### src/rtl/fpu_link_pkg.sv
// Shared state encoding and sizing helpers for the FPU byte-serial link.
package fpu_link_pkg;

    typedef enum logic [1:0] {
        StLoad   = 2'd0,
        StIssue  = 2'd1,
        StWait   = 2'd2,
        StUnload = 2'd3
    } link_state_e;

    // Bytes in one operand frame.
    function automatic int unsigned op_bytes(int unsigned num_ops, int unsigned op_width);
        return (num_ops * op_width) / 8;
    endfunction

    // Bytes in one result.
    function automatic int unsigned res_bytes(int unsigned res_width);
        return res_width / 8;
    endfunction

    // Width of a counter that runs 0..n-1 (at least one bit).
    function automatic int unsigned cnt_width(int unsigned n);
        return (n <= 1) ? 1 : $clog2(n);
    endfunction

endpackage

### src/rtl/fpu_link_ser.sv
// Captures one FP result and streams it out LSB byte first.
module fpu_link_ser
    import fpu_link_pkg::*;
#(
    parameter int unsigned RES_WIDTH = 32
) (
    input  logic                 clk,
    input  logic                 rst_n,
    input  logic                 abort,
    input  logic                 capture,
    input  logic [RES_WIDTH-1:0] res_data,
    input  logic                 out_ready,
    output logic [7:0]           out_byte,
    output logic                 out_valid,
    output logic                 done
);
    localparam int unsigned RES_BYTES = res_bytes(RES_WIDTH);
    localparam int unsigned CW        = cnt_width(RES_BYTES);

    logic [RES_WIDTH-1:0] shreg;
    logic [CW-1:0]        cnt;
    logic                 last;

    // The current byte always sits in the low lane of the shift register.
    assign out_byte = shreg[7:0];
    assign last     = (cnt == CW'(RES_BYTES - 1));
    assign done     = out_valid & out_ready & last;

    always_ff @(posedge clk or negedge rst_n) begin
        if (!rst_n) begin
            shreg     <= '0;
            cnt       <= '0;
            out_valid <= 1'b0;
        end else if (abort) begin
            shreg     <= '0;
            cnt       <= '0;
            out_valid <= 1'b0;
        end else if (capture) begin
            shreg     <= res_data;
            cnt       <= '0;
            out_valid <= 1'b1;
        end else if (out_valid && out_ready) begin
            shreg <= shreg >> 8;
            if (last) begin
                cnt       <= '0;
                out_valid <= 1'b0;
            end else begin
                cnt <= cnt + 1'b1;
            end
        end
    end

endmodule

### src/rtl/fpu_byte_link.sv
// Byte-serial front end for an FP core: gathers operands, issues them, serialises the result.
module fpu_byte_link
    import fpu_link_pkg::*;
#(
    parameter int unsigned NUM_OPS   = 4,
    parameter int unsigned OP_WIDTH  = 32,
    parameter int unsigned RES_WIDTH = 32,
    parameter int unsigned TIMEOUT   = 255
) (
    input  logic                        clk,
    input  logic                        rst_n,
    input  logic                        abort,
    input  logic [7:0]                  in_byte,
    input  logic                        in_valid,
    output logic                        in_ready,
    output logic [NUM_OPS*OP_WIDTH-1:0] op_data,
    output logic                        op_valid,
    input  logic                        op_ready,
    input  logic [RES_WIDTH-1:0]        res_data,
    input  logic                        res_valid,
    output logic                        res_ready,
    output logic [7:0]                  out_byte,
    output logic                        out_valid,
    input  logic                        out_ready,
    output logic                        timeout_err,
    output logic [15:0]                 frames_done
);
    localparam int unsigned OP_BYTES = op_bytes(NUM_OPS, OP_WIDTH);
    localparam int unsigned IN_CW    = cnt_width(OP_BYTES);
    localparam int unsigned WAIT_CW  = cnt_width(TIMEOUT);

    if (OP_WIDTH % 8 != 0) begin : g_bad_op_width
        $error("fpu_byte_link: OP_WIDTH must be a multiple of 8");
    end
    if (RES_WIDTH % 8 != 0) begin : g_bad_res_width
        $error("fpu_byte_link: RES_WIDTH must be a multiple of 8");
    end

    link_state_e        state;
    logic [IN_CW-1:0]   in_cnt;
    logic [WAIT_CW-1:0] wait_cnt;
    logic               res_take;
    logic               ser_done;

    assign res_take = res_valid & res_ready;

    always_ff @(posedge clk or negedge rst_n) begin
        if (!rst_n) begin
            state       <= StLoad;
            in_ready    <= 1'b1;
            op_valid    <= 1'b0;
            res_ready   <= 1'b0;
            op_data     <= '0;
            in_cnt      <= '0;
            wait_cnt    <= '0;
            timeout_err <= 1'b0;
            frames_done <= '0;
        end else if (abort) begin
            state       <= StLoad;
            in_ready    <= 1'b1;
            op_valid    <= 1'b0;
            res_ready   <= 1'b0;
            op_data     <= '0;
            in_cnt      <= '0;
            wait_cnt    <= '0;
            timeout_err <= 1'b0;
        end else begin
            case (state)
                StLoad: begin
                    if (in_valid && in_ready) begin
                        op_data[{in_cnt, 3'b000} +: 8] <= in_byte;
                        if (in_cnt == IN_CW'(OP_BYTES - 1)) begin
                            in_cnt   <= '0;
                            in_ready <= 1'b0;
                            op_valid <= 1'b1;
                            state    <= StIssue;
                        end else begin
                            in_cnt <= in_cnt + 1'b1;
                        end
                    end
                end
                StIssue: begin
                    if (op_ready) begin
                        op_valid  <= 1'b0;
                        res_ready <= 1'b1;
                        wait_cnt  <= '0;
                        state     <= StWait;
                    end
                end
                StWait: begin
                    // A result arriving on the last allowed cycle beats the timeout.
                    if (res_take) begin
                        res_ready <= 1'b0;
                        wait_cnt  <= '0;
                        state     <= StUnload;
                    end else if (wait_cnt == WAIT_CW'(TIMEOUT - 1)) begin
                        res_ready   <= 1'b0;
                        in_ready    <= 1'b1;
                        timeout_err <= 1'b1;
                        wait_cnt    <= '0;
                        state       <= StLoad;
                    end else begin
                        wait_cnt <= wait_cnt + 1'b1;
                    end
                end
                StUnload: begin
                    if (ser_done) begin
                        in_ready    <= 1'b1;
                        frames_done <= frames_done + 16'd1;
                        state       <= StLoad;
                    end
                end
                default: state <= StLoad;
            endcase
        end
    end

    fpu_link_ser #(
        .RES_WIDTH(RES_WIDTH)
    ) u_ser (
        .clk      (clk),
        .rst_n    (rst_n),
        .abort    (abort),
        .capture  (res_take),
        .res_data (res_data),
        .out_ready(out_ready),
        .out_byte (out_byte),
        .out_valid(out_valid),
        .done     (ser_done)
    );

endmodule

### config.mk
export PLATFORM = sky130hd
export DESIGN_NAME = fpu_byte_link
export DESIGN_NICKNAME = d
export VERILOG_FILES = /design/src/rtl/fpu_link_pkg.sv /design/src/rtl/fpu_link_ser.sv /design/src/rtl/fpu_byte_link.sv
export SDC_FILE = /design/constraint.sdc
export NUM_CORES = 1
export LEC_CHECK = 0
export CORE_ASPECT_RATIO = 1.5
export CORE_UTILIZATION = 51
export CTS_BUF_LIST = sky130_fd_sc_hd__clkbuf_2 sky130_fd_sc_hd__clkbuf_4 sky130_fd_sc_hd__clkbuf_8
export CTS_CLUSTER_DIAMETER = 80
export DETAILED_ROUTE_END_ITERATION = 7
export DONT_BUFFER_PORTS = 1
export PLACE_DENSITY = 0.66
export SLEW_MARGIN = 30
export SYNTH_ARGS = -nofsm -noshare
export SYNTH_HDL_FRONTEND = slang
export SYNTH_SLANG_ARGS = --single-unit
### constraint.sdc
create_clock -name clk -period 3.4 [get_ports clk]
set_input_delay 0.68 -clock clk [delete_from_list [all_inputs] [get_ports clk]]
set_output_delay 0.68 -clock clk [all_outputs]
set_load 0.02 [all_outputs]
# == Word-level counts from Yosys, hierarchy flattened ==
# Index checks and enable logic that the tools add are counted.
# classes
n_addsub,5
n_eq_ne,14
shifts,2
muxes,51
bitwise_logic,4
reduce_logical,21
# ops
operator,n
$mux W128,3
$bwmux W128,1
$shift A8 B9 Y128 const A,1
$shiftx A8 B9 Y128,1
$mux W32,3
$mux W8,4
$mux W2,11
$mux W1,20
$ne A3 B3 Y1 const B,6
$add A16 B1 Y16 const B,1
$mux W4,4
$pmux W8 S2,1
$reduce_bool A3 Y1,4
$neg A7 Y9,1
$reduce_and A3 Y1,3
$add A8 B1 Y8 const B,1
$eq A8 B8 Y1 const B,1
$pmux W2 S4,1
$reduce_bool A2 Y1,4
$eq A2 B2 Y1 const B,3
$reduce_and A2 Y1,3
$reduce_and A6 Y1,1
$reduce_and A5 Y1,1
$add A4 B1 Y4 const B,1
13 further kinds,17
# word_totals
reg_bits,197
input_bits,47
output_inout_bits,157
elab_cells,109

# == Longest topological paths before layout ==
# logic_depth
word_depth,6
ltp_mapped,8
ltp_nobuf,6

# == Hierarchy ==
# Synthesis repeated with hierarchy kept, for this count alone.
# unflattened
cells_unflattened,791
area_unflattened_um2,8793.4
# by_module_without_submodules
module,instances,cells_per_inst,area_each_um2,seq_area_each_um2
fpu_byte_link,1,598,6889.1,4055.1
fpu_link_ser,1,193,1904.3,875.8

# == Worst setup path after synthesis ==
# No wires, ideal clock.
# synth_path
kind,register -> register
start,register in_cnt[0]
end,register op_data[33]
setup_ns,0.132
arrival_time_ns,2.321
t_required_ns,3.268
setup_slack_ns,0.948
stages_incl_launch_ff,9
n_path_buf,2
period_less_slack_ns,2.452
cell_sequence,dfrtp_1 -> clkbuf_1 -> inv_1 -> ha_1 -> or2_2 -> clkbuf_1 -> a2111oi_4 -> mux2i_1 -> nor2_1
# synth_between
elab_chain_cells,6
word_cells_on_any_way,7
cone_classes,1 x add/sub; 2 x shift; 4 x mux
# synth_rtl
item,line,rtl
start: declaration,fpu_byte_link.sv:40,logic [IN_CW-1:0] in_cnt;
start signal: assignment,fpu_byte_link.sv:78,in_cnt <= in_cnt + 1'b1;
$neg A7 Y9 (*),fpu_byte_link.sv:71,"op_data[{in_cnt, 3'b000} +: 8] <= in_byte;"
$shiftx A8 B9 Y128 or $shift A8 B9 Y128 (tied branches),fpu_byte_link.sv:71,
$bwmux W128 (*),fpu_byte_link.sv:71,
$mux W128 (*),fpu_byte_link.sv:70,if (in_valid && in_ready) begin
$mux W128 (*),fpu_byte_link.sv:68,case (state)
$mux W128 (*),fpu_byte_link.sv:58,end else if (abort) begin
end signal: indexed assignment,fpu_byte_link.sv:71,
end: declaration,fpu_byte_link.sv:16,"output logic [NUM_OPS*OP_WIDTH-1:0] op_data,"
# Every way passes the cells marked *; elsewhere a longest branch is shown, timed or not. The select of a mux whose other input is x is not followed.
# A chain may end at the register's enable or synchronous reset.

# == Worst setup path after layout ==
# layout_path
start,register in_cnt[0]
end,register op_data[24]
# Same word-level chain as after synthesis.

==> impl_results.md <==
- Num rows: 58
- Final period utilization: 78.5%
- Worst setup SP type: register
- HP Class: in -> async
- Total Wirelength: 21.2 mm
- Largest net degree at the start of global routing: 198
- Yosys reg bits: 197
- CP Capture Type: register
- Clock tree buffer depth: 2
- Post-synth ARST share: 100%
- Worst Path Max Fanout: 12
- Max IR drop VDD: 0.272 mV
- Final instance area: 9140 µm²
- RD Place Congestion: 0.809
- Most frequent cells in the layout: dfrtp_1, nor2_1, mux2i_1
- Die W: 108 µm
- Share of layout cells above drive strength 1: 7.57%
- Commonest non-fill, non-tap cell in the layout: dfrtp_1
- Max Slew Vio Count: 0
- WL per Instance: 22.3 µm
- First-pass GRT wire length: 33.4 mm
- TritonRoute pass-1 iters: 5
- Clock transition at the registers of the reported paths: 110 ps
- Slew headroom: 40.2%
- Global route overflow: 0
- Global Route Usage Sum: 24.7%
- Post_cts resized: 0
- DRT iter0 DRCs: 380
- Post-CTS setup buffers: 0
- Io pins: 204
- WP data arrival: 3020 ps
- Crit path kind: reg -> reg
- Antenna Nets Post-Route: 0
- ANT cells: 0
- Chip height: 162 µm
- Post-synth net total: 816
- Clock root cell: clkbuf_8
- Crit path buffers/inverters: 1
- Syn Area/Cell: 11.4 µm²
- Primary FF master, synth: dfrtp_1
- Vias per cell: 6.31
- Pleak: 4.07 nW
- Post-synth EDFFs: 0
- Pre-CTS WS: 829 ps
- Final Core Density: 54.8%
- Initial core utilization: 51.9%
- Final WS setup: 730 ps
- Synthesized area: 8670 µm²
- Nets: 782
- Cts bufs inserted: 17
- DP Area: 8710 µm²
- Max-cap check violation count: 0
- Upper clock frequency limit: 0.375 GHz
- Tightest Pin Transition: 890 ps
- Crit-path slowest cell: xnor2_1
- CP top delay family: compound AO/OA/AOI/OAI gates
- Sequential fraction of the synthesis area: 56.9%
- Final Setup Violations: 0
- Req. time, crit path: 3750 ps
- Number of synthesis warnings: 0
- RSZ-0062 raised after global routing: false
- Clk sink count: 197
- Status: finished with violations
- Initial antenna violation count: 0
- PwrDens: 440 nW/µm²
- Max stage delay on crit path: 630 ps
- Critical-path cell list: inv_1 -> ha_1 -> xnor2_1 -> a41oi_1 -> a22o_1
- Final Hold Viols: 196
- Period minus WS final: 2670 ps
- Vias in the first global route: 5990
- Worst hold slack: -96.7 ps
- Die ar.: 17500 µm²
- Synth cell types: 57
- Port buffer count: 0
- Core Region: 16700 µm²
- Failing checks: negative hold slack
- DP HPWL: 14.1 mm
- DR vias: 5991
- Area Growth Syn to Fin: 5.44%
- Post-layout total power: 0.00403 W
- Syn Inst Count: 761
- Clk Latency, worst-skew pair: 460 ps
- DRC errors left: 0
- CTS tree: yes
- CTS HTree Levels: 4
- Setup TNS Final: 0 ps
- Layout Skew: 22.7 ps
-- report_power, final --
part           leakage, nW  switching, W  internal (W)
Sequential            2.74     0.0000236       0.00235
Combinational         1.12     0.0000782     0.0000470
Clock                0.208      0.000929      0.000596
Total                 4.07       0.00103       0.00299
-- kinds of logic after synthesis --
family | share of synthesized area (%)
XOR/XNOR | 2.02
multiplexers | 8.00
AO/OA/AOI/OAI | 13.6
buffers and inverters | 3.35
flip-flops | 56.9
AND/OR/NAND/NOR | 15.0
adder cells (fa/ha/maj) | 1.15
-- sequential cells by signal, indices dropped and copies added (netlist names) --
name,count
op_data,128
frames_done,16
timeout_err,1
res_ready,1
u_ser.out_valid,1
state,2
u_ser.cnt,2
u_ser.shreg,32
in_cnt,4
in_ready,1
wait_cnt,8
op_valid,1
-- worst paths after layout --
path                                             start                           to  slack [ps]  depth (start not counted)
max                              in_cnt[0]$_DFFE_PN0P_      op_data[24]$_DFFE_PN0P_         730                          5
min                                              rst_n      op_data[48]$_DFFE_PN0P_        -100                          0
max reg2reg                      in_cnt[0]$_DFFE_PN0P_      op_data[24]$_DFFE_PN0P_         730                          5
min reg2reg                u_ser.shreg[28]$_DFFE_PN0P_  u_ser.shreg[28]$_DFFE_PN0P_         540                          2
max in group asynchronous                        rst_n      op_data[80]$_DFFE_PN0P_        3210                          0
min in group clk                                 abort        in_cnt[3]$_DFFE_PN0P_         310                          1
-- layer usage --
layer  wire length [µm]  up-vias  global-route usage [%]
met4                354        0                    8.42
met5                  0        -                       0
li1                   -     2656                       -
met2              11200      220                    41.9
met1               8110     3089                    30.5
met3               1510       26                    6.10
-- final cells by class --
cell class / count / area [µm²]
Fill cell: 1444 / 7550
Inverter: 8 / 30.0
Tap cell: 210 / 263
Timing Repair Buffer: 4 / 30.0
Clock buffer: 19 / 262
Sequential cell: 197 / 4930
Multi-Input combinational cell: 499 / 3470
Clock inverter: 13 / 154
-- cell usage after synthesis, types with 2 or more instances --
cell / number / area share (%)
nand4b_1: 2 / 0.20
a2111oi_4: 2 / 0.64
buf_4: 9 / 0.78
and2_1: 2 / 0.14
nand2_1: 44 / 1.9
xnor2_1: 12 / 1.2
nor2_1: 99 / 4.3
and3_1: 6 / 0.43
a41oi_1: 3 / 0.30
mux2i_1: 67 / 7.7
nand4_1: 7 / 0.51
nor3b_1: 2 / 0.17
a22o_1: 64 / 6.5
nand2b_1: 26 / 1.9
o21ai_0: 7 / 0.40
nor2b_1: 2 / 0.14
mux2_2: 2 / 0.26
nand3_1: 38 / 2.2
buf_2: 4 / 0.23
o21ba_2: 3 / 0.35
nor4_4: 3 / 0.74
ha_1: 8 / 1.2
a31oi_1: 4 / 0.29
a21oi_1: 12 / 0.69
buf_1: 5 / 0.22
o21bai_1: 3 / 0.26
a22oi_1: 8 / 0.69
clkbuf_1: 38 / 1.6
or3_1: 4 / 0.29
inv_1: 8 / 0.35
nor3_1: 12 / 0.69
o21a_1: 2 / 0.17
dfrtp_1: 196 / 57
xor2_1: 8 / 0.81
a311oi_1: 24 / 2.4
nor4_1: 3 / 0.22
a211o_1: 2 / 0.20
-- per-stage QoR --
| step | hold WS, ps | instances |
|---|---|---|
| finish | -96.7 | 950 |
| floorplan | 384 | 761 |
| CTS | -123 | 950 |
| detailed placement | 392 | 918 |
| global route | -144 | 950 |
| global placement | 391 | 918 |
(Power assumes the default switching activity.)
